<file path="config.mk">
export PLATFORM = sky130hd
export DESIGN_NAME = arb_prio_8_flat
export DESIGN_NICKNAME = d
export VERILOG_FILES = /design/src/rtl/arb_prio_8_if.sv /design/src/rtl/arb_prio_8.sv /design/src/flat_wrapper.sv
export SDC_FILE = /design/constraint.sdc
export NUM_CORES = 1
export LEC_CHECK = 0
export ABC_AREA = 1
export BUFFER_PORTS_ARGS = -buffer_cell sky130_fd_sc_hd__clkbuf_2
export CORE_MARGIN = 1
export CORE_UTILIZATION = 55
export CTS_CLUSTER_SIZE = 20
export DETAILED_ROUTE_END_ITERATION = 10
export PLACE_DENSITY_LB_ADDON = 0.1
export SKIP_CTS_REPAIR_TIMING = 1
export SLEW_MARGIN = 25
export SYNTH_ARGS = -nofsm -noshare
export SYNTH_HDL_FRONTEND = slang
export SYNTH_SLANG_ARGS = --single-unit
</file>
<file path="constraint.sdc">
create_clock -name clk -period 3 [get_ports clk]
set_input_delay 0.3 -clock clk [delete_from_list [all_inputs] [get_ports clk]]
set_output_delay 0.3 -clock clk [all_outputs]
set_load 0.01 [all_outputs]
</file>
<file path="src/rtl/arb_prio_8_if.sv">
// Request/grant bundle between the eight clients and the arbiter.
interface arb_prio_8_if;
   logic [7:0] req;
   logic       rr_mode;
   logic [7:0] gnt;
   logic [2:0] gnt_id;
   logic       gnt_valid;
   logic       preempt;

   // Client side: drives the requests and the mode, observes the grant.
   modport master (output req, rr_mode, input gnt, gnt_id, gnt_valid, preempt);
   // Arbiter side.
   modport slave  (input req, rr_mode, output gnt, gnt_id, gnt_valid, preempt);
endinterface

</file>
<file path="src/rtl/arb_prio_8.sv">
// 8-way arbiter: fixed (highest index wins) or round-robin selection,
// grant held until release or until the hold limit preempts the owner.
module arb_prio_8 #(
   parameter int unsigned MAX_HOLD = 16
) (
   input  logic          clk,
   input  logic          rst_n,
   arb_prio_8_if.slave   bus
);

   localparam logic [7:0] HOLD_LIM = 8'(MAX_HOLD - 1);

   typedef enum logic {IDLE, BUSY} state_t;

   state_t     state, state_nxt;
   logic [7:0] hold_cnt, hold_nxt;
   logic [2:0] rr_last, rr_last_nxt;
   logic [7:0] cand;
   logic [2:0] win;
   logic       load, pre;
   logic [7:0] gnt_nxt;
   logic [2:0] id_nxt;
   logic       valid_nxt;

   // Winner over candidate vector c. Fixed: highest set index.
   // RR: first set bit searching last-1, last-2, ... wrapping, ending at last.
   function automatic logic [2:0] pick(input logic [7:0] c, input logic rr,
                                       input logic [2:0] last);
      logic [2:0] idx;
      pick = '0;
      if (!rr) begin
         for (int i = 0; i < 8; i++)
            if (c[i]) pick = 3'(i);
      end else begin
         // walk the search order backwards so the earliest hit is written last
         for (int k = 8; k >= 1; k--) begin
            idx = last - 3'(k);
            if (c[idx]) pick = idx;
         end
      end
   endfunction

   // Candidates: every requester except the current owner while busy.
   always_comb begin
      cand = bus.req;
      if (state == BUSY) cand[bus.gnt_id] = 1'b0;
      win = pick(cand, bus.rr_mode, rr_last);
   end

   // State register plus the registered grant outputs and counters.
   always_ff @(posedge clk or negedge rst_n) begin
      if (!rst_n) begin
         state         <= IDLE;
         hold_cnt      <= '0;
         rr_last       <= '0;
         bus.gnt       <= '0;
         bus.gnt_id    <= '0;
         bus.gnt_valid <= 1'b0;
         bus.preempt   <= 1'b0;
      end else begin
         state         <= state_nxt;
         hold_cnt      <= hold_nxt;
         rr_last       <= rr_last_nxt;
         bus.gnt       <= gnt_nxt;
         bus.gnt_id    <= id_nxt;
         bus.gnt_valid <= valid_nxt;
         bus.preempt   <= pre;
      end
   end

   // Next-state decision: release first, then hold-limit preempt, else hold.
   always_comb begin
      state_nxt = state;
      load      = 1'b0;
      pre       = 1'b0;
      case (state)
         IDLE: begin
            if (|bus.req) begin
               load      = 1'b1;
               state_nxt = BUSY;
            end
         end
         BUSY: begin
            if (!bus.req[bus.gnt_id]) begin
               if (|cand) load = 1'b1;         // back-to-back handoff
               else       state_nxt = IDLE;
            end else if (hold_cnt == HOLD_LIM && |cand) begin
               load = 1'b1;
               pre  = 1'b1;
            end
         end
         default: state_nxt = IDLE;
      endcase
   end

   // Next output values; gnt, gnt_id and gnt_valid always move together.
   always_comb begin
      gnt_nxt     = bus.gnt;
      id_nxt      = bus.gnt_id;
      valid_nxt   = bus.gnt_valid;
      rr_last_nxt = rr_last;
      hold_nxt    = hold_cnt;
      if (load) begin
         gnt_nxt     = 8'b1 << win;
         id_nxt      = win;
         valid_nxt   = 1'b1;
         rr_last_nxt = win;
         hold_nxt    = '0;
      end else if (state_nxt == IDLE) begin
         gnt_nxt   = '0;
         id_nxt    = '0;
         valid_nxt = 1'b0;
         hold_nxt  = '0;
      end else if (hold_cnt < HOLD_LIM) begin
         hold_nxt  = hold_cnt + 8'd1;          // saturates at the limit
      end
   end

endmodule

</file>
<file path="src/flat_wrapper.sv">
// flat-port wrapper written by rule: the top's interface ports become plain ports
module arb_prio_8_flat 
#(
   parameter int unsigned MAX_HOLD = 16
)
  (clk, rst_n, bus_req, bus_rr_mode, bus_gnt, bus_gnt_id, bus_gnt_valid, bus_preempt);
  arb_prio_8_if bus_i ();
  input  logic clk;
  input  logic rst_n;
  input wire logic [$bits(bus_i.req)-1:0] bus_req;
  input wire logic [$bits(bus_i.rr_mode)-1:0] bus_rr_mode;
  output wire logic [$bits(bus_i.gnt)-1:0] bus_gnt;
  output wire logic [$bits(bus_i.gnt_id)-1:0] bus_gnt_id;
  output wire logic [$bits(bus_i.gnt_valid)-1:0] bus_gnt_valid;
  output wire logic [$bits(bus_i.preempt)-1:0] bus_preempt;
  assign bus_i.req = bus_req;
  assign bus_i.rr_mode = bus_rr_mode;
  assign bus_gnt = bus_i.gnt;
  assign bus_gnt_id = bus_i.gnt_id;
  assign bus_gnt_valid = bus_i.gnt_valid;
  assign bus_preempt = bus_i.preempt;
  arb_prio_8 #(.MAX_HOLD(MAX_HOLD)) u_core (.clk(clk), .rst_n(rst_n), .bus(bus_i));
endmodule
</file>
==> impl_metrics.json <==
{
  "r2r_slack_ns": 0.46,
  "cts_htree_levels": 1,
  "max_freq_mhz": 394,
  "drt-initial-drc-count": 184,
  "routedWlPerCell_um": 12.0,
  "synth-edff-count": 0,
  "place.gp.congestion": 0.924,
  "n_antenna_cell": 0,
  "min-delay-path-class": "in2async",
  "fin_setup_tns_ns": 0,
  "viasPerCell": 5.17,
  "numCtsBuffers": 3,
  "vias": 1954,
  "start_kind": "flip-flop",
  "status": "finished, final reports clean",
  "portBuffers": 23,
  "syn_nets": 322,
  "worstMarginPinSlew_ns": 0.595,
  "grt_pass1_vias": 1858,
  "max-slew-margin-rel_pct": 60.4,
  "finalCritPeriodShare_pct": 84.6,
  "clkTransAtPathRegs_ns": 0.08,
  "grt_max_degree": 26,
  "ys_seq_area_share_pct": 30.4,
  "synth_cell_type_count": 35,
  "syn_inst": 308,
  "cts.sinks": 25,
  "grt_setup_unrepaired": "false",
  "die_w_um": 63.1,
  "first_pass_iters": 4,
  "cap_violations": 0,
  "setup-violations-final": 0,
  "syn_area_sq_um": 2060,
  "ant_nets": 0,
  "io_pins": 24,
  "rows": 21,
  "layout_common_cells": "nand2_1 (78), nand3_1 (51), inv_1 (40)",
  "clockRootBuffer": "clkbuf_8",
  "fin_util_pct": 65.1,
  "dp_hpwl_mm": 3.68,
  "layout-drive-gt1-share_pct": 21.1,
  "cts_buffer_depth": 2,
  "nNetsFinal": 347,
  "cts_tree": "built",
  "track_usage_pct": 25.4,
  "grt_overflow": 0,
  "hold_viol_final": 0,
  "initial_core_util_pct": 59.3,
  "grt_antenna_before_repair": 0,
  "finClkSkew_ns": 0.00710,
  "die_area_sq_um": 3990,
  "worstPathMaxFanout": 8,
  "final_common_cell": "nand2_1",
  "drc_errors": 0,
  "ys.flop_type": "dfrtp_1",
  "crit_path_end_kind": "flip-flop",
  "ys_seq_elements": 25,
  "crit_arrival_ns": 2.70,
  "finalMaxSlewViolations": 0,
  "clock_latency_ns": 0.26,
  "syn_to_final_growth_pct": 9.80,
  "core_sq_um": 3470,
  "die_height_um": 63.1,
  "async_reset_ff_share_pct": 100,
  "yosys_warnings": 0,
  "min_period_ns": 2.54,
  "crit_type": "reg2reg",
  "synth.avg_cell_area_sq_um": 6.67,
  "wl_mm": 4.53,
  "grt_pass1_wl_mm": 8.05,
  "worstPathRequired_ns": 3.16
}
[final timing paths]
| kind | start | endpoint | depth (start not counted) |
|---|---|---|---|
| worst min-delay path | rst_n | u_core.bus.gnt[4] | 1 |
| worst max-delay path | u_core.rr_last[1] | u_core.bus.gnt[3] | 16 |
| worst min register to register | u_core.bus.gnt_valid | u_core.bus.gnt_valid | 2 |
| min in group clk | u_core.bus.gnt_valid | u_core.bus.gnt_valid | 2 |
| worst max register to register | u_core.rr_last[1] | u_core.bus.gnt[3] | 16 |
| max in group asynchronous | rst_n | u_core.bus.preempt | 1 |
[cell usage after synthesis (4+ instances only)]
cell | number | area [sq um]
a21oi_1 | 17 | 85.1
a21oi_2 | 4 | 35.0
buf_2 | 4 | 20.0
clkinv_1 | 4 | 15.0
dfrtp_1 | 25 | 626
inv_1 | 40 | 150
nand2_1 | 78 | 293
nand2_2 | 14 | 87.6
nand3_1 | 51 | 255
nand3_2 | 8 | 80.1
nor2_1 | 16 | 60.1
o21ai_0 | 4 | 20.0
[metrics by stage]
step | instances | area (sq um) | hold WS, ns | setup slack, ns
finish | 378 | 2260 | 0.0205 | 0.462
global route | 378 | 2260 | 0.0768 | 0.169
CTS | 378 | 2260 | 0.0393 | 0.490
detailed placement | 374 | 2210 | 0.333 | 0.527
global placement | 374 | 2210 | 0.332 | 0.594
floorplan | 308 | 2060 | 0.00441 | 0.699
[layer usage]
metal	wire length, um	up-vias	share of wire, %	GRT usage, %
li1	-	1042	-	-
met1	2190	864	48	35.1
met2	2130	46	47	42.5
met3	195	2	4.3	1.27
met4	22	0	0.49	8.43
met5	0	-	0	0
[worst max-delay path: stages, from the launching register on]
cell and delay [ns]:
dfrtp_1 0.54, clkinv_1 0.15, ha_1 0.41, inv_1 0.18, nand3_1 0.12, nand3_1 0.15, nand2_2 0.10, a21oi_2 0.10
nand3_1 0.09, nand2_1 0.08, nand2_1 0.05, nand2_1 0.07, nand2_2 0.06, nand2_1 0.07, nand2_2 0.09, nand3_1 0.11
nand2_1 0.06
[cell type report]
type / instances / area [sq um]
Multi-Input combinational cell: 228 / 1200
Tap cell: 46 / 57.6
Timing Repair Buffer: 26 / 138
Clock buffer: 4 / 45.0
Inverter: 49 / 190
Sequential cell: 25 / 626
Fill cell: 344 / 1210
[kinds of logic after synthesis]
family | Yosys count | synth area share [%]
AND/OR/NAND/NOR | 183 | 43.1
buffers and inverters | 55 | 11.1
AO/OA/AOI/OAI | 37 | 11.4
flip-flops | 25 | 30.4
XOR/XNOR | 5 | 2.13
adder cells (fa/ha/maj) | 3 | 1.83
[flip-flops by register name, indices dropped and copies added, names as in the netlist]
signal,count
u_core.bus.gnt,8
u_core.hold_cnt,8
u_core.bus.gnt_id,3
u_core.rr_last,3
u_core.bus.gnt_valid,1
u_core.bus.preempt,1
u_core.state,1
Power is left out: the tool's default activity adds up to more than one toggle a clock period on the data nets, which glitch-free logic cannot reach.
